File: config.mk
export PLATFORM = sky130hd
export DESIGN_NAME = registr_decode_flat
export DESIGN_NICKNAME = d
export VERILOG_FILES = /design/src/rtl/registr_decode_if.sv /design/src/rtl/registr_decode.sv /design/src/flat_wrapper.sv
export SDC_FILE = /design/constraint.sdc
export NUM_CORES = 1
export LEC_CHECK = 0
export CAP_MARGIN = 20
export CORE_MARGIN = 3
export CORE_UTILIZATION = 50
export CTS_CLUSTER_DIAMETER = 30
export DETAILED_ROUTE_END_ITERATION = 12
export PLACE_DENSITY = 0.76
export SLEW_MARGIN = 20
export SYNTH_ARGS = -nofsm -noshare
export SYNTH_HDL_FRONTEND = slang
export SYNTH_SLANG_ARGS = --single-unit
File: constraint.sdc
create_clock -name clk -period 1.9 [get_ports clk]
set_clock_uncertainty 0.15 [all_clocks]
set_input_delay 0.285 -clock clk [delete_from_list [all_inputs] [get_ports clk]]
set_output_delay 0.285 -clock clk [all_outputs]
set_load 0.005 [all_outputs]
File: src/rtl/registr_decode_if.sv
// Decode request/response bundle between the receive-side consumer and the divider.
interface registr_decode_if #(
   parameter int WIDTH_IN  = 8,
   parameter int WIDTH_OUT = 16
);
   logic                 START;
   logic [WIDTH_OUT-1:0] DATA_IN;
   logic [WIDTH_IN-1:0]  B_IN;
   logic [WIDTH_IN-1:0]  A_OUT;
   logic [WIDTH_IN-1:0]  C_OUT;
   logic                 VALID;
   logic                 BUSY;
   logic                 ERR_ZERO;
   logic                 ERR_RANGE;

   // consumer side: issues requests, receives decoded operands
   modport master (
      output START, DATA_IN, B_IN,
      input  A_OUT, C_OUT, VALID, BUSY, ERR_ZERO, ERR_RANGE
   );

   // decoder side
   modport slave (
      input  START, DATA_IN, B_IN,
      output A_OUT, C_OUT, VALID, BUSY, ERR_ZERO, ERR_RANGE
   );
endinterface

File: src/rtl/registr_decode.sv
// Recovers A and C from DATA = A*B + C with a restoring shift-subtract divider,
// one quotient bit per clock. Returns the canonical pair A = DATA/B, C = DATA%B.
module registr_decode #(
   parameter int WIDTH_IN  = 8,
   parameter int WIDTH_OUT = 16
) (
   input  logic                clk,
   input  logic                reset,
   registr_decode_if.slave     bus
);
   localparam int CNT_W = $clog2(WIDTH_OUT);

   typedef enum logic [1:0] {IDLE, RUN, DONE} state_t;

   state_t               state;
   logic [WIDTH_OUT-1:0] dividend;
   logic [WIDTH_IN-1:0]  divisor;
   logic [WIDTH_IN:0]    rem;
   logic [WIDTH_OUT-1:0] quot;
   logic [CNT_W-1:0]     cnt;
   logic                 zero_flag;

   logic [WIDTH_IN+1:0]  rem_shift;
   logic [WIDTH_IN:0]    rem_next;
   logic                 q_bit;

   // one restoring step: bring in the next dividend bit, subtract if it fits
   always_comb begin
      rem_shift = {rem, dividend[WIDTH_OUT-1]};
      q_bit     = 1'b0;
      rem_next  = (WIDTH_IN+1)'(rem_shift);
      if (rem_shift >= {2'b00, divisor}) begin
         q_bit    = 1'b1;
         rem_next = (WIDTH_IN+1)'(rem_shift - {2'b00, divisor});
      end
   end

   assign bus.BUSY = (state != IDLE);

   // control FSM, divider datapath and registered result outputs
   always_ff @(posedge clk) begin
      if (reset) begin
         state         <= IDLE;
         dividend      <= '0;
         divisor       <= '0;
         rem           <= '0;
         quot          <= '0;
         cnt           <= '0;
         zero_flag     <= 1'b0;
         bus.A_OUT     <= '0;
         bus.C_OUT     <= '0;
         bus.VALID     <= 1'b0;
         bus.ERR_ZERO  <= 1'b0;
         bus.ERR_RANGE <= 1'b0;
      end else begin
         bus.VALID <= 1'b0;
         case (state)
            IDLE: begin
               if (bus.START) begin
                  if (bus.B_IN == '0) begin
                     // nothing to iterate; report straight from DONE
                     zero_flag <= 1'b1;
                     state     <= DONE;
                  end else begin
                     zero_flag <= 1'b0;
                     dividend  <= bus.DATA_IN;
                     divisor   <= bus.B_IN;
                     rem       <= '0;
                     quot      <= '0;
                     cnt       <= CNT_W'(WIDTH_OUT-1);
                     state     <= RUN;
                  end
               end
            end
            RUN: begin
               rem      <= rem_next;
               dividend <= {dividend[WIDTH_OUT-2:0], 1'b0};
               quot     <= {quot[WIDTH_OUT-2:0], q_bit};
               if (cnt == '0) state <= DONE;
               else           cnt   <= cnt - 1'b1;
            end
            DONE: begin
               bus.VALID <= 1'b1;
               if (zero_flag) begin
                  bus.A_OUT     <= '1;
                  bus.C_OUT     <= '0;
                  bus.ERR_ZERO  <= 1'b1;
                  bus.ERR_RANGE <= 1'b0;
               end else if (quot[WIDTH_OUT-1:WIDTH_IN] != '0) begin
                  // quotient too wide for A: saturate, remainder still exact
                  bus.A_OUT     <= '1;
                  bus.C_OUT     <= rem[WIDTH_IN-1:0];
                  bus.ERR_ZERO  <= 1'b0;
                  bus.ERR_RANGE <= 1'b1;
               end else begin
                  bus.A_OUT     <= quot[WIDTH_IN-1:0];
                  bus.C_OUT     <= rem[WIDTH_IN-1:0];
                  bus.ERR_ZERO  <= 1'b0;
                  bus.ERR_RANGE <= 1'b0;
               end
               zero_flag <= 1'b0;
               state     <= IDLE;
            end
            default: state <= IDLE;
         endcase
      end
   end
endmodule

File: src/flat_wrapper.sv
// flat-port wrapper written by rule: the top's interface ports become plain ports
module registr_decode_flat 
#(
   parameter int WIDTH_IN  = 8,
   parameter int WIDTH_OUT = 16
)
  (clk, reset, bus_START, bus_DATA_IN, bus_B_IN, bus_A_OUT, bus_C_OUT, bus_VALID, bus_BUSY, bus_ERR_ZERO, bus_ERR_RANGE);
  registr_decode_if #(.WIDTH_IN(WIDTH_IN), .WIDTH_OUT(WIDTH_OUT)) bus_i ();
  input  logic clk;
  input  logic reset;
  input wire logic [$bits(bus_i.START)-1:0] bus_START;
  input wire logic [$bits(bus_i.DATA_IN)-1:0] bus_DATA_IN;
  input wire logic [$bits(bus_i.B_IN)-1:0] bus_B_IN;
  output wire logic [$bits(bus_i.A_OUT)-1:0] bus_A_OUT;
  output wire logic [$bits(bus_i.C_OUT)-1:0] bus_C_OUT;
  output wire logic [$bits(bus_i.VALID)-1:0] bus_VALID;
  output wire logic [$bits(bus_i.BUSY)-1:0] bus_BUSY;
  output wire logic [$bits(bus_i.ERR_ZERO)-1:0] bus_ERR_ZERO;
  output wire logic [$bits(bus_i.ERR_RANGE)-1:0] bus_ERR_RANGE;
  assign bus_i.START = bus_START;
  assign bus_i.DATA_IN = bus_DATA_IN;
  assign bus_i.B_IN = bus_B_IN;
  assign bus_A_OUT = bus_i.A_OUT;
  assign bus_C_OUT = bus_i.C_OUT;
  assign bus_VALID = bus_i.VALID;
  assign bus_BUSY = bus_i.BUSY;
  assign bus_ERR_ZERO = bus_i.ERR_ZERO;
  assign bus_ERR_RANGE = bus_i.ERR_RANGE;
  registr_decode #(.WIDTH_IN(WIDTH_IN), .WIDTH_OUT(WIDTH_OUT)) u_core (.clk(clk), .reset(reset), .bus(bus_i));
endmodule
After elaboration in Yosys (flattened, before gate mapping)
Cells that the tools add are included.
{ "word_totals": {"regBits": 75, "latch_bits": 0, "wordCells": 63, "mem_bits_rw": 0, "memories": 0, "rom_bits": 0, "output_inout_bits": 20} }
{ "classes": {"n_lt_le_gt_ge": 1, "add_sub_neg": 2, "n_mux": 29, "eq_ne": 6, "div": 0, "n_reduce_logical": 12, "n_bitwise": 1, "shifts": 0, "mul": 0} }
{ "ops": {"columns": ["cell", "count"], "rows": [
  ["16-bit 2-to-1 mux", 4],
  ["16-bit one-hot mux with 2 select lines", 2],
  ["9-bit 2-to-1 mux", 3],
  ["8-bit 2-to-1 mux", 3],
  ["9-bit one-hot mux with 2 select lines", 1],
  ["4-bit 2-to-1 mux", 3],
  ["10-bit by 8-bit >= comparator with 1-bit output", 1],
  ["9-bit by 8-bit subtractor with 9-bit output", 1],
  ["8-bit zero test", 1],
  ["4-bit one-hot mux with 2 select lines", 1],
  ["8-bit nonzero test", 1],
  ["1-bit 2-to-1 mux", 7],
  ["2-bit 2-to-1 mux", 3],
  ["2-bit != test (second input constant)", 3],
  ["3-bit AND reduction", 2],
  ["2-bit nonzero test", 3],
  ["4-bit zero test", 1],
  ["2-bit one-hot mux with 2 select lines", 1],
  ["2-bit AND reduction", 2],
  ["4-bit AND reduction", 1],
  ["4-bit by 1-bit subtractor with 4-bit output (second input constant)", 1],
  ["2-bit by 1-bit equality test with 1-bit output (second input constant)", 1],
  ["2-bit equality test (second input constant)", 1],
  ["2-bit zero test", 1],
  ["3 further kinds", 3]
]} }

Longest topological paths before layout
{ "logic_depth": {"depth_word": 4, "depth_mapped": 9, "depth_no_buf": 8} }

Least setup slack after synthesis
Ideal clock, no wire load.
{ "synth_path": {"kind": "reg-to-reg", "startpoint": "register u_core.dividend[15]", "endpoint": "register u_core.rem[0]", "n_path_buf": 0, "synth_period_minus_slack_ns": 2.127, "required_time_ns": 1.633, "path_stages_with_launch": 9, "arrival_ns": 1.860, "path_slack_ns": -0.227, "path_cell_list": "dfxtp_1 inv_1 ha_1 fa_1 and2b_2 o22ai_2 a21oi_4 o21ai_2 a32o_2"} }
{ "synth_via": {"elab_chain_len": 3} }
{ "synth_rtl": {"columns": ["item", "line_no", "rtl"], "rows": [
  ["from (decl)", "registr_decode.sv:16", "logic [WIDTH_OUT-1:0] dividend;"],
  ["from (signal assigned)", "registr_decode.sv:66", "dividend <= bus.DATA_IN;"],
  ["from (signal assigned)", "registr_decode.sv:77", "dividend <= {dividend[WIDTH_OUT-2:0], 1'b0};"],
  ["9-bit by 8-bit subtractor with 9-bit output or 10-bit by 8-bit >= comparator with 1-bit output (tied branches)", "registr_decode.sv:34, registr_decode.sv:32", null],
  ["9-bit 2-to-1 mux (*)", "registr_decode.sv:32", "if (rem_shift >= {2'b00, divisor}) begin"],
  ["9-bit one-hot mux with 2 select lines (*)", "registr_decode.sv:57", "case (state)"],
  ["to (signal assigned)", "registr_decode.sv:76", "rem <= rem_next;"],
  ["to (decl)", "registr_decode.sv:18", "logic [WIDTH_IN:0] rem;"]
]} }
Mark *: on every way between the ends. The rest lies on a longest branch, timed or not.
A chain may end at the register's enable or synchronous reset.

Final worst setup path
{ "layout_path": {"startpoint": "register u_core.dividend[15]", "endpoint": "register u_core.rem[2]"} }
Same word-level chain as after synthesis.

==> flow_metrics.tcl <==
set metrics [dict create \
    start_util 0.520 \
    worst_slack_ps -205 \
    yosysSeqAreaShare 0.420 \
    grt_start_max_net_pins 36 \
    path_buf_inv 1 \
    final_util 0.707 \
    max_slew_margin 0.712 \
    final_area_um2 4850 \
    core.rowCount 30 \
    route.detailed.drc 0 \
    violations "negative setup slack" \
    p_total_mw 5.23 \
    die_area_um2 8190 \
    ant_nets 0 \
    grt_pass1_wl_mm 14.5 \
    grt_setup_unrepaired "true" \
    cts_buffers 9 \
    crit_family "compound AO/OA/AOI/OAI gates" \
    gp_congestion 0.846 \
    syn-num-nets 460 \
    synth_area_leaders "dfxtp_1 (42%), nor2_1 (6.7%), nand2_1 (6.2%)" \
    clockBufferDepth 2 \
    io_buffers 46 \
    drive_gt1_frac 0.240 \
    die_w_um 90.5 \
    crit_path_end_kind "flip-flop" \
    fin_setup_tns_ps -1660 \
    antenna_found_initial 0 \
    async_reset_ff_frac 0 \
    synth_edf_count 0 \
    core_um2 6870 \
    firstDrtPassIters 5 \
    viasPerCell 5.60 \
    yosysWarnings 0 \
    synth_top_area_frac 0.420 \
    wl_per_cell_um 14.6 \
    critPathSlowestCell "fa_2" \
    cts.htree.levels 3 \
    fp.dieH_um 90.5 \
    design.portCount 47 \
    hold_viol_final 0 \
    final.fill_count 544 \
    worstPathCellList "inv_2 > ha_4 > fa_2 > and2b_2 > o22ai_4 > a21oi_4 > nor3_2 > a221o_1" \
    p_per_area_nw_per_um2 1080 \
    cp.arrival_ps 2190 \
    grt_pass1_vias 3203 \
    status "complete, but fails checks" \
    synth.distinct_cells 70 \
    final_cell_mix "dfxtp_1 (69), nor2_1 (63), nand2_1 (59)" \
    crit_fanout 5 \
    setup_viol 10 \
    clkTransAtPathRegs_ps 80 \
    place_area_um2 4410 \
    synth_area_um2 3570 \
    clock_latency_ps 350 \
    ys_ff_latch 75 \
    critPathLaunchType "flip-flop" \
    cts_root_buf "clkbuf_8" \
    area_delta_synth_final_pct 35.9 \
    num_vias 3413 \
    syn_avg_cell_area_um2 8.44 \
    finalWirelength_mm 8.88 \
    slew_viol_final 0 \
    grt_overflow 0 \
    finish.net_count 546 \
    required_ps 1990 \
    fmax_mhz 475 \
    grt_use_total 0.217 \
    drv_cap 0 \
    hp-class "primary input to flip-flop" \
    fin_crit_sh 1.11 \
    dpl.hpwl_mm 6.29 \
    worstMarginPinSlew_ps 431 \
    power_leakage_nw 1.89 \
    critical_path_class "flip-flop to flip-flop" \
    cpPeakStageDelay_ps 350 \
    synth_ff_type "dfxtp_1" \
    netlist_instances 423 \
    drtIter0Drc 235 \
    cts_tree "built" \
    num_antenna_cells 0 \
    layout_commonest_cell "dfxtp_1" \
    layout_min_cycle_time_ps 2110 \
    clock-sinks 75 \
    yosysTopAreaCell "dfxtp_1" \
    vdd_drop_max_mv 0.511 \
]
-- worst min-delay path: cells and delay by family --
family                 cells  cell delay (ps)
AND/OR/NAND/NOR            1               80
buffers and inverters      1              160
AO/OA/AOI/OAI              2              230
-- final timing paths --
kind | slack [ps] | cells after the start | startpoint | end
setup / recovery | -210 | 8 | u_core.dividend[15] | u_core.rem[2]
hold / removal | 290 | 4 | reset | u_core.rem[7]
setup reg to reg | -210 | 8 | u_core.dividend[15] | u_core.rem[2]
hold reg to reg | 290 | 2 | u_core.bus.C_OUT[4] | u_core.bus.C_OUT[4]
-- area by class of cell --
cell class	count	area (um2)	area share
Sequential cell	75	1510	0.311
Clock inverter	4	98.8	0.0204
Tap cell	96	120	0.0247
Timing Repair Buffer	101	896	0.185
Inverter	15	56.3	0.0116
Multi-Input combinational cell	307	2030	0.418
Clock buffer	11	141	0.0291
-- registers in the layout, indices dropped and copies added, names as in the netlist --
signal                count
u_core.bus.A_OUT          8
u_core.bus.C_OUT          8
u_core.bus.ERR_RANGE      1
u_core.bus.ERR_ZERO       1
u_core.bus.VALID          1
u_core.cnt                4
u_core.dividend          16
u_core.divisor            8
u_core.quot              16
u_core.rem                9
u_core.state              2
u_core.zero_flag          1
-- report_power, final --
part	switching, mW	internal, mW
Combinational	1.02	0.950
Sequential	0.0897	1.68
Clock	0.588	0.904
-- Yosys cell counts, drive strengths merged (3+ instances only) --
| master | instances |
|---|---|
| dfxtp | 75 |
| nor2 | 68 |
| nand2 | 60 |
| a21oi | 28 |
| nor3 | 19 |
| a22oi | 18 |
| inv | 15 |
| buf | 14 |
| clkbuf | 13 |
| a311oi | 11 |
| ha | 9 |
| o21ai | 9 |
| nand2b | 7 |
| nand3b | 7 |
| a222oi | 5 |
| nand3 | 5 |
| nor4 | 5 |
| o211ai | 4 |
| a2111oi | 3 |
| a211oi | 3 |
| nor2b | 3 |
| or2 | 3 |
| xor2 | 3 |
-- per-layer routing --
layer,GRT usage,part of all wire
met1,0.262,0.42
met2,0.376,0.51
met4,0.0676,0.013
met5,0,0
met3,0.0575,0.054
-- what timing repair did --
action | in CTS | in global routing
gates cloned | 1 | 0
resized for setup | 17 | 12
setup endpoints to repair | 11 | 12
buffers inserted | 6 | 3
pin swaps | 12 | 10
hold buffers | 0 | 0
-- logic make-up (layout without fill, tap and decap cells) --
logic type | after synthesis | in the layout | share of synthesized area
xor gates and xnor gates | 3 | 3 | 0.00736
muxes | 1 | 1 | 0.00280
and+or+nand+nor | 191 | 191 | 0.260
buffers and inverters | 42 | 131 | 0.0519
AOI/OAI and AO/OA | 101 | 102 | 0.220
adders and majority gates | 10 | 10 | 0.0371
DFF | 75 | 75 | 0.420
-- metrics by stage --
step / setup WS [ps] / hold WS (ps) / cells
CTS: -206 / 300 / 606
global placement: -207 / 289 / 584
detailed placement: -260 / 295 / 584
floorplan: -134 / 271 / 423
finish: -205 / 295 / 609
global route: -316 / 300 / 609
No activity file was read; power rests on OpenSTA's default activity.
